## config.mk

```make
export PLATFORM = sky130hd
export DESIGN_NAME = axi_w_downsizer
export DESIGN_NICKNAME = d
export VERILOG_FILES = /design/src/rtl/axi_pkg.sv /design/src/rtl/axi_dw_cmd_fifo.sv /design/src/rtl/axi_w_downsizer.sv
export SDC_FILE = /design/constraint.sdc
export NUM_CORES = 1
export LEC_CHECK = 0
export ABC_AREA = 1
export ABC_CLOCK_PERIOD_IN_PS = 3210
export CORE_UTILIZATION = 40
export CTS_CLUSTER_SIZE = 20
export DETAILED_ROUTE_END_ITERATION = 6
export MAX_ROUTING_LAYER = met4
export PLACE_DENSITY = 0.78
export RECOVER_POWER = 50
export SLEW_MARGIN = 20
export SYNTH_ARGS = -nofsm -noshare
export SYNTH_HDL_FRONTEND = slang
export SYNTH_SLANG_ARGS = --single-unit
```

## constraint.sdc

```tcl
create_clock -name clk_i -period 3.21 [get_ports clk_i]
set_clock_uncertainty 0.1 [all_clocks]
set_input_delay 0.642 -clock clk_i [delete_from_list [all_inputs] [get_ports clk_i]]
set_output_delay 0.642 -clock clk_i [all_outputs]
set_load 0.01 [all_outputs]
```

## src/rtl/axi_pkg.sv

```systemverilog
// Shared AXI helpers for the width converter: burst/size encodings and the
// byte-address arithmetic used to locate narrow lanes inside a wide beat.
package axi_pkg;

    // Wide enough for byte offsets inside any data bus up to 1024 bits.
    localparam int unsigned AddrCalcW = 8;

    typedef logic [1:0]           burst_t;
    typedef logic [2:0]           size_t;
    typedef logic [AddrCalcW-1:0] addr_calc_t;

    localparam burst_t BURST_FIXED = 2'b00;
    localparam burst_t BURST_INCR  = 2'b01;
    localparam burst_t BURST_WRAP  = 2'b10;

    typedef enum logic {
        IDLE,
        BUSY
    } dw_state_e;

    function automatic addr_calc_t beat_bytes(input size_t size);
        return addr_calc_t'(1) << size;
    endfunction

    function automatic addr_calc_t aligned_addr(input addr_calc_t addr, input size_t size);
        return addr & ~(beat_bytes(size) - addr_calc_t'(1));
    endfunction

    function automatic addr_calc_t last_byte(input addr_calc_t aligned, input size_t size);
        return aligned + beat_bytes(size) - addr_calc_t'(1);
    endfunction

    function automatic addr_calc_t lane_of(input addr_calc_t byte_addr, input int unsigned lane_shift);
        return byte_addr >> lane_shift;
    endfunction

endpackage

```

## src/rtl/axi_dw_cmd_fifo.sv

```systemverilog
// Command queue between the AW splitter and the W downsizer. Entries become
// visible one cycle after the push; a full queue refuses pushes even when popped.
module axi_dw_cmd_fifo #(
    parameter int unsigned Width = 17,
    parameter int unsigned Depth = 4
) (
    input  logic             clk_i,
    input  logic             rst_i,
    input  logic             push_i,
    input  logic [Width-1:0] data_i,
    output logic             full_o,
    input  logic             pop_i,
    output logic [Width-1:0] data_o,
    output logic             empty_o
);

    localparam int unsigned PtrW = (Depth > 1) ? $clog2(Depth) : 1;
    localparam int unsigned CntW = $clog2(Depth + 1);

    logic [Width-1:0] mem [Depth];
    logic [PtrW-1:0]  wr_ptr, rd_ptr;
    logic [CntW-1:0]  count;
    logic             do_push, do_pop;

    function automatic logic [PtrW-1:0] ptr_inc(input logic [PtrW-1:0] p);
        return (p == PtrW'(Depth - 1)) ? '0 : p + PtrW'(1);
    endfunction

    assign full_o  = (count == CntW'(Depth));
    assign empty_o = (count == '0);
    assign do_push = push_i & ~full_o;
    assign do_pop  = pop_i & ~empty_o;
    assign data_o  = mem[rd_ptr];

    always_ff @(posedge clk_i) begin
        if (rst_i) begin
            wr_ptr <= '0;
            rd_ptr <= '0;
            count  <= '0;
        end else begin
            if (do_push) wr_ptr <= ptr_inc(wr_ptr);
            if (do_pop)  rd_ptr <= ptr_inc(rd_ptr);
            case ({do_push, do_pop})
                2'b10:   count <= count + CntW'(1);
                2'b01:   count <= count - CntW'(1);
                default: count <= count;
            endcase
        end
    end

    always_ff @(posedge clk_i) begin
        if (do_push) mem[wr_ptr] <= data_i;
    end

endmodule

```

## src/rtl/axi_w_downsizer.sv

```systemverilog
// W-channel downsizer: splits each wide write beat into narrow beats following
// the queued burst command, regenerates w_last and flags upstream last errors.
module axi_w_downsizer
    import axi_pkg::*;
#(
    parameter  int unsigned SlvDataWidth = 128,
    parameter  int unsigned MstDataWidth = 32,
    parameter  int unsigned UserWidth    = 1,
    parameter  int unsigned CmdDepth     = 4,
    localparam int unsigned SlvOff       = $clog2(SlvDataWidth / 8),
    localparam int unsigned MstOff       = $clog2(MstDataWidth / 8)
) (
    input  logic                      clk_i,
    input  logic                      rst_i,
    input  logic                      cmd_valid_i,
    output logic                      cmd_ready_o,
    input  logic [SlvOff-1:0]         cmd_offset_i,
    input  logic [2:0]                cmd_size_i,
    input  logic [7:0]                cmd_len_i,
    input  logic [1:0]                cmd_burst_i,
    input  logic [SlvDataWidth-1:0]   slv_w_data_i,
    input  logic [SlvDataWidth/8-1:0] slv_w_strb_i,
    input  logic [UserWidth-1:0]      slv_w_user_i,
    input  logic                      slv_w_last_i,
    input  logic                      slv_w_valid_i,
    output logic                      slv_w_ready_o,
    output logic [MstDataWidth-1:0]   mst_w_data_o,
    output logic [MstDataWidth/8-1:0] mst_w_strb_o,
    output logic [UserWidth-1:0]      mst_w_user_o,
    output logic                      mst_w_last_o,
    output logic                      mst_w_valid_o,
    input  logic                      mst_w_ready_i,
    output logic                      last_err_o
);

    localparam int unsigned LaneW    = SlvOff - MstOff;
    localparam int unsigned MstStrbW = MstDataWidth / 8;
    localparam int unsigned CmdW     = SlvOff + 3 + 8 + 2;

    dw_state_e         state_q, state_d;
    logic [SlvOff-1:0] addr_q;
    size_t             size_q;
    burst_t            burst_q;
    logic [7:0]        beats_left_q;
    logic [LaneW-1:0]  lane_q;

    logic              cmd_push, cmd_pop, cmd_full, cmd_empty;
    logic [CmdW-1:0]   cmd_wdata, cmd_rdata;
    logic [SlvOff-1:0] cmd_rd_offset;

    logic [SlvOff-1:0] aligned, next_addr;
    logic [LaneW-1:0]  end_lane, next_lane, load_lane;
    logic              busy, final_lane, last_beat, sub_hs, beat_hs, burst_end;

    assign cmd_ready_o = ~cmd_full & ~rst_i;
    assign cmd_push    = cmd_valid_i & cmd_ready_o;
    assign cmd_wdata   = {cmd_offset_i, cmd_size_i, cmd_len_i, cmd_burst_i};

    axi_dw_cmd_fifo #(
        .Width (CmdW),
        .Depth (CmdDepth)
    ) i_cmd_fifo (
        .clk_i   (clk_i),
        .rst_i   (rst_i),
        .push_i  (cmd_push),
        .data_i  (cmd_wdata),
        .full_o  (cmd_full),
        .pop_i   (cmd_pop),
        .data_o  (cmd_rdata),
        .empty_o (cmd_empty)
    );

    assign cmd_rd_offset = cmd_rdata[CmdW-1 -: SlvOff];

    // Lane window of the current wide beat and where the next beat starts.
    assign aligned    = SlvOff'(aligned_addr(AddrCalcW'(addr_q), size_q));
    assign end_lane   = LaneW'(lane_of(last_byte(AddrCalcW'(aligned), size_q), MstOff));
    assign next_addr  = (burst_q == BURST_INCR)
                      ? SlvOff'(AddrCalcW'(aligned) + beat_bytes(size_q)) : addr_q;
    assign next_lane  = LaneW'(lane_of(AddrCalcW'(next_addr), MstOff));
    assign load_lane  = LaneW'(lane_of(AddrCalcW'(cmd_rd_offset), MstOff));

    assign busy       = (state_q == BUSY) & ~rst_i;
    assign final_lane = (lane_q == end_lane);
    assign last_beat  = (beats_left_q == 8'd0);
    assign sub_hs     = busy & slv_w_valid_i & mst_w_ready_i;
    assign beat_hs    = sub_hs & final_lane;
    assign burst_end  = beat_hs & last_beat;

    always_ff @(posedge clk_i) begin
        if (rst_i) state_q <= IDLE;
        else       state_q <= state_d;
    end

    always_comb begin
        state_d = state_q;
        case (state_q)
            IDLE:    if (!cmd_empty) state_d = BUSY;
            BUSY:    if (burst_end && cmd_empty) state_d = IDLE;
            default: state_d = IDLE;
        endcase
    end

    always_comb begin
        mst_w_valid_o = busy & slv_w_valid_i;
        slv_w_ready_o = busy & mst_w_ready_i & final_lane;
        last_err_o    = beat_hs & (slv_w_last_i != last_beat);
        cmd_pop       = ~rst_i & ~cmd_empty & ((state_q == IDLE) | burst_end);
    end

    // A pop at the end of a burst overrides the beat update so bursts chain without a bubble.
    always_ff @(posedge clk_i) begin
        if (cmd_pop) begin
            addr_q       <= cmd_rd_offset;
            size_q       <= cmd_rdata[12:10];
            beats_left_q <= cmd_rdata[9:2];
            burst_q      <= cmd_rdata[1:0];
            lane_q       <= load_lane;
        end else if (beat_hs) begin
            addr_q       <= next_addr;
            lane_q       <= next_lane;
            beats_left_q <= beats_left_q - 8'd1;
        end else if (sub_hs) begin
            lane_q       <= lane_q + LaneW'(1);
        end
    end

    assign mst_w_data_o = slv_w_data_i[int'(lane_q) * MstDataWidth +: MstDataWidth];
    assign mst_w_strb_o = slv_w_strb_i[int'(lane_q) * MstStrbW +: MstStrbW];
    assign mst_w_user_o = slv_w_user_i;
    assign mst_w_last_o = last_beat & final_lane;

    assert property (@(posedge clk_i) disable iff (rst_i)
        cmd_push |-> (cmd_burst_i == BURST_FIXED || cmd_burst_i == BURST_INCR)
                     && (cmd_size_i <= 3'(SlvOff)));

endmodule

```

==> flow_summary.json, run 1 <==
{
  "status": "complete, but fails checks",
  "violations": "negative setup slack",
  "relSlewSlack_pct": 48.8,
  "worstPathMaxFanout": 5,
  "hold_path_depth": 1,
  "dp_cells": 980,
  "dpl.hpwl_microns": 13100,
  "synthSimpleGateAreaFrac_pct": 18.5,
  "synth_xor_area_share_pct": 0.985,
  "cts_max_path_buffers": 2,
  "grt_overflow_total": 0,
  "fp.dieH_microns": 117,
  "seq_area_frac_synth_pct": 52.7,
  "async_flop_share_pct": 0,
  "io_pins": 210,
  "synth_adder_area_share_pct": 2.49,
  "r2r_end": "i_cmd_fifo.count[2]",
  "cts_buffers": 9,
  "root_buffer": "clkbuf_16",
  "cap_violations": 0,
  "mostFrequentLayoutCells": "clkdlybuf4s50_1, nor2_1, o21ai_0, edfxtp_1, nand2_1",
  "synth_area_sq_um": 5340,
  "critPathLaunchType": "register",
  "synth_top_family_by_area": "compound AO/OA/AOI/OAI gates",
  "start_util_pct": 41.6,
  "cts_htree_levels": 3,
  "layout_commonest_cell": "clkdlybuf4s50_1",
  "synth_compound_area_share_pct": 19.6,
  "cp_data_required_time_ps": 2470,
  "min_from": "i_cmd_fifo.count[0]",
  "gp_congestion": 0.996,
  "area_delta_synth_final_pct": 53.4,
  "grt_pass1_vias": 5318,
  "irDropWorstVdd_uv": 552,
  "tightest_slew_ps": 763,
  "die_area_sq_um": 13800,
  "clock_latency_ps": 340,
  "vias": 5355,
  "clk_pin_slew_ps": 70,
  "wirelength_microns": 17900,
  "yosysWarningCount": 0,
  "fin_crit_sh_pct": 107,
  "reg2regPathDepth": 24,
  "drive_gt1_share_pct": 13.8,
  "drt-pass1-iter-count": 5,
  "rsz0062_at_grt": "true",
  "leakage_nw": 3.12,
  "grt_start_max_net_pins": 56,
  "hold_viol": 0,
  "fin_nets": 1009,
  "ys.flop_type": "edfxtp_1",
  "hold_slack_ps": 395,
  "grt_usage_pct": 26.6,
  "syn_avg_cell_area_sq_um": 8.83,
  "path_class": "register to primary output",
  "grt_pass1_wl_microns": 27800,
  "r2r-start": "size_q[2]",
  "die_w_microns": 117,
  "drc": 0,
  "maxSlewViolCount": 0,
  "arrival_ps": 2700,
  "setup_viol": 4,
  "rrSetupSlack_ps": -150,
  "p_per_area_nw_per_um2": 619,
  "tritoncts": "yes",
  "via_per_inst": 5.30,
  "fin_crit_ps": 3440,
  "drtIter0Drc": 496,
  "hold_class": "register to register",
  "syn_inst": 604,
  "drtAntennaViolNets": 0,
  "antenna_found_initial": 2,
  "core_area_sq_um": 12800,
  "wire_per_inst_microns": 17.7,
  "cts.sinks": 97,
  "max_freq_mhz": 290,
  "ys_types": 34,
  "finalWorstSetupSlack_ps": -234,
  "ys_ff_latch": 97,
  "synth.net_count": 782,
  "holdPathEnd": "i_cmd_fifo.count[0]",
  "fin_cells": 1010,
  "fillerInstances": 1003,
  "critPathCaptureType": "primary output",
  "synth-edff-count": 87,
  "port_buffers": 207,
  "rows": 41,
  "muxShareOfSynthArea_pct": 0
}
[worst max-delay path, stage by stage, from the launching register on]
cell and delay (ps):
edfxtp_1 440, nor2_2 180, nand2_2 100, ha_4 270
nand2_2 50, nand3b_1 190, nand2_1 120, nand2_2 110
nand3_2 100, nand2_1 70, nand2_1 60, nand2_1 70
nand2_2 80, and2_4 150, inv_2 50, nor3_4 150
buf_2 160
[worst max-delay path by stage]
stage | slack, ps | endpoint | start | cells past startpoint
2_1_floorplan | 70 | i_cmd_fifo.count[2] | size_q[1] | 23
3_5_place_dp | -360 | mst_w_last_o | size_q[2] | 16
4_1_cts | -160 | mst_w_last_o | size_q[2] | 16
3_3_place_gp | -210 | mst_w_last_o | size_q[2] | 16
6_report | -230 | mst_w_last_o | size_q[2] | 16
5_1_grt | -370 | last_err_o | size_q[2] | 17
[state kept, by name (all words and copies together), names as in the netlist, named ones only]
| register | cells |
|---|---|
| i_cmd_fifo.wr_ptr | 2 |
| i_cmd_fifo.rd_ptr | 2 |
| size_q | 3 |
| addr_q | 4 |
| burst_q | 2 |
| state_q | 1 |
| beats_left_q | 8 |
| lane_q | 2 |
| i_cmd_fifo.mem | 68 |
| i_cmd_fifo.count | 3 |
[per-layer routing]
layer / GRT usage, % / share of wire (%) / vias to the layer above
li1: - / - / 2571
met3: 4.22 / 5.6 / 30
met5: - / 0 / -
met1: 29.6 / 38 / 2543
met2: 47.9 / 53 / 211
met4: 9.78 / 2.5 / 0
[power breakdown]
| part | leakage, nW | internal [mW] | switching, mW |
|---|---|---|---|
| Combinational | 2.12 | 1.15 | 1.29 |
| Clock | 0.130 | 0.524 | 0.437 |
| Sequential | 0.876 | 1.56 | 0.0979 |
[metrics by stage]
step                      cell area, sq um  util (%)  setup TNS, ps  total power, mW  setup slack [ps]
after floorplan                       5340         -              0             2.93              73.4
after global placement                7740      60.3           -456             3.89              -208
after detailed placement              7740      60.3          -1150             3.96              -363
after CTS                             8130      63.4           -470             5.02              -160
after global routing                  8190      63.8          -1590             5.36              -368
final                                 8190      63.8           -807             5.07              -234
[cells in the mapped netlist (all sizes together), types with 2 or more instances]
master	number	area share, %
o21ai	107	11
nor3	5	0.47
a21oi	17	1.6
ha	9	2.1
dfxtp	10	3.8
a32o	10	1.9
clkinv	2	0.14
inv	36	2.5
edfxtp	87	49
nand3	16	1.7
nand4	3	0.47
o22ai	43	5.0
buf	7	0.98
nand2	95	7.2
clkbuf	30	2.1
nor2	115	8.3
xnor2	4	0.66
xor2	2	0.33
[layout make-up]
cell class	instances	area [sq um]	share of cell area, %
clock inverter	5	31.3	0.382
timing repair buffer	253	2430	29.7
multi-input combinational	432	2310	28.3
sequential	97	2810	34.4
antenna	2	5.00	0.0611
inverter	38	144	1.76
clock buffer	11	233	2.84
tap	172	215	2.63
[cell families after synthesis]
group | count (synthesis)
AO/OA/AOI/OAI | 179
XOR/XNOR | 6
adder cells (fa/ha/maj) | 10
buffers and inverters | 75
flip-flops | 97
AND/OR/NAND/NOR | 237
[repair_timing]
item,in CTS,in global routing
gates resized for setup,38,11
hold buffers,0,0
cloned,0,0
pin swaps,13,12
endpoints found under the setup margin,5,26
buffers inserted,8,4
No activity file was read; power rests on OpenSTA's default activity.
==> run 2: changes to the inputs <==
--- a/config.mk
+++ b/config.mk
@@ -13,7 +13,7 @@
 export MAX_ROUTING_LAYER = met4
 export PLACE_DENSITY = 0.78
 export RECOVER_POWER = 50
-export SLEW_MARGIN = 20
+export SLEW_MARGIN = 10
 export SYNTH_ARGS = -nofsm -noshare
 export SYNTH_HDL_FRONTEND = slang
 export SYNTH_SLANG_ARGS = --single-unit
==> results of run 2 <==
The final DEF is identical to that of run 1; final timing and power are the same.
==> run 3: changes to the inputs <==
--- a/config.mk
+++ b/config.mk
@@ -7,13 +7,14 @@
 export LEC_CHECK = 0
 export ABC_AREA = 1
 export ABC_CLOCK_PERIOD_IN_PS = 3210
+export CORE_ASPECT_RATIO = 0.5
 export CORE_UTILIZATION = 40
 export CTS_CLUSTER_SIZE = 20
 export DETAILED_ROUTE_END_ITERATION = 6
+export GPL_TIMING_DRIVEN = 0
 export MAX_ROUTING_LAYER = met4
 export PLACE_DENSITY = 0.78
 export RECOVER_POWER = 50
-export SLEW_MARGIN = 10
 export SYNTH_ARGS = -nofsm -noshare
 export SYNTH_HDL_FRONTEND = slang
 export SYNTH_SLANG_ARGS = --single-unit
==> run 3 against run 2 <==
The run ends with design-rule violations, negative setup slack left. Utilization up 0.32 points. Clock power grew 18%. Hold slack got worse by 4.8 ps. Worst setup slack gained 150 ps. Largest cell class unchanged. Highest routed layer unchanged.
==> flow_summary.json, run 3 (same netlist as run 1, synthesis figures left out) <==
{
  "status": "complete, but fails checks",
  "violations": "design-rule violations, negative setup slack",
  "fin_crit_ps": 3290,
  "grt_start_max_net_pins": 17,
  "tritoncts": "yes",
  "port_buffers": 208,
  "drtIter0Drc": 401,
  "vias": 5321,
  "via_per_inst": 5.22,
  "top_register": "i_cmd_fifo.mem",
  "grt_pass1_vias": 5333,
  "drc": 30,
  "dpl.hpwl_microns": 13000,
  "irDropWorstVdd_uv": 389,
  "clock_latency_ps": 340,
  "wire_per_inst_microns": 17.0,
  "intPower_mw": 3.36,
  "grt_overflow_total": 0,
  "core_area_sq_um": 12800,
  "hold_slack_ps": 390,
  "die_area_sq_um": 13800,
  "fin_nets": 1022,
  "max_freq_mhz": 304,
  "root_buffer": "clkbuf_16",
  "cts_buffers": 9,
  "placed_cell_area_sq_um": 7700,
  "p_per_area_nw_per_um2": 633,
  "finalWorstSetupSlack_ps": -81.5,
  "arrival_ps": 2550,
  "cts_max_path_buffers": 2,
  "fin_crit_sh_pct": 103,
  "mostFrequentLayoutCells": "clkdlybuf4s50_1, nor2_1, o21ai_0, edfxtp_1, nand2_1",
  "hold_class": "register to register",
  "n_antenna_cell": 0,
  "gp_congestion": 0.971,
  "clk_pin_slew_ps": 70,
  "io_pins": 210,
  "cp_data_required_time_ps": 2470,
  "die_w_microns": 165,
  "critPathCaptureType": "primary output",
  "p_seq_share_pct": 31.5,
  "multiInputGateArea_sq_um": 2310,
  "setup_viol": 3,
  "grt_usage_pct": 25.7,
  "fp.dieH_microns": 83.7,
  "drtAntennaViolNets": 0,
  "worstPathMaxFanout": 4,
  "reg2regPathDepth": 23,
  "tightest_slew_ps": 990,
  "maxSlewViolCount": 0,
  "grt_pass1_wl_microns": 26700,
  "final-seq-area_sq_um": 2810,
  "leakage_nw": 3.13,
  "layout_commonest_cell": "clkdlybuf4s50_1",
  "fillerInstances": 1039,
  "area_delta_synth_final_pct": 54.5,
  "pwr-share-clk_pct": 21.7,
  "critPathLaunchType": "register",
  "largest_register_ffs": 68,
  "drive_gt1_share_pct": 13.0,
  "pwr-share-comb_pct": 46.8,
  "postLayoutCellArea_sq_um": 8240,
  "switchingPower_mw": 1.86,
  "cts_htree_levels": 3,
  "switching_share_pct": 35.6,
  "relSlewSlack_pct": 33.8,
  "hold_viol": 0,
  "largest_registers": "i_cmd_fifo.mem x68, beats_left_q x8, addr_q x4",
  "hold_path_depth": 1,
  "antenna_found_initial": 0,
  "drt-pass1-iter-count": 7,
  "path_class": "register to primary output",
  "start_util_pct": 41.5,
  "cts.sinks": 97,
  "cap_violations": 0,
  "rsz0062_at_grt": "true",
  "wirelength_microns": 17400,
  "rows": 29
}
[run 3: changes by cell type in the layout (fill, tap and decap cells not counted), sizes merged]
cell / previous run / this run
buf: 44 / 30
dlygate4sd3: 18 / 19
diode: 2 / 0
clkbuf: 16 / 41
clkinvlp: 1 / 0
bufinv: 0 / 2
[run 3: critical path: stages (launching register included)]
cell and delay [ps]:
edfxtp_1 430, nor2_2 160, nand2_2 90, ha_4 270, nand2_2 50, nand3b_1 200, nor2_2 130, nor2_2 60
nand2_1 80, nand2_1 50, nand2_1 80, nand2_1 60, nand2_2 80, and2_4 180, inv_2 40, nor3_2 90
buf_2 160
[run 3: cell type report]
type / count / share of cell area [%]
plain buffers: 37 / 2.25
clock buffers: 10 / 2.78
clock inverters: 6 / 1.11
inverters: 38 / 1.82
multi-input cells: 432 / 28.1
flip-flops and latches: 97 / 34.1
well taps: 170 / 2.58
repair buffers: 229 / 27.2
[run 3: worst paths after layout]
| kind | from | end | slack, ps |
|---|---|---|---|
| setup / recovery | size_q[2] | mst_w_last_o | -80 |
| hold / removal | i_cmd_fifo.count[0] | i_cmd_fifo.count[0] | 390 |
| setup reg to reg | size_q[2] | i_cmd_fifo.count[2] | 50 |
| hold reg to reg | i_cmd_fifo.count[0] | i_cmd_fifo.count[0] | 390 |
[run 3: power by group through the flow]
stage                     Sequential, mW  Combinational, mW  Clock (mW)
after global routing                1.66               2.69        1.20
final                               1.65               2.44        1.13
after CTS                           1.64               2.36        1.14
after detailed placement            1.67               2.23           0
after global placement              1.67               2.18           0
after floorplan                     1.65               1.28           0
[run 3: per-stage QoR]
stage	total power [mW]	utilization (%)	setup slack, ps	TNS [ps]	instances
6_report	5.22	64.2	-81.5	-213	1019
5_1_grt	5.54	64.2	-326	-1400	1019
4_1_cts	5.14	63.5	-51.0	-116	1012
3_5_place_dp	3.90	59.9	-334	-1220	986
3_3_place_gp	3.84	59.4	-254	-12110	982
2_1_floorplan	2.93	-	73.4	0	604
[run 3: timing repair]
action / CTS / global route
setup endpoints to repair: 28 / 45
hold buffers: 0 / 0
setup buffers: 10 / 7
pin swaps: 10 / 10
resized for setup: 40 / 30
[run 3: metal layers]
metal  vias to the layer above  wire [microns]  share of wire [%]  track usage, %
met2                       198            8530                 49            44.7
met5                         -               0                  0               -
met4                         0             586                3.4            9.83
met3                        40            1250                7.2            4.07
met1                      2477            7000                 40            29.8
li1                       2606               -                  -               -
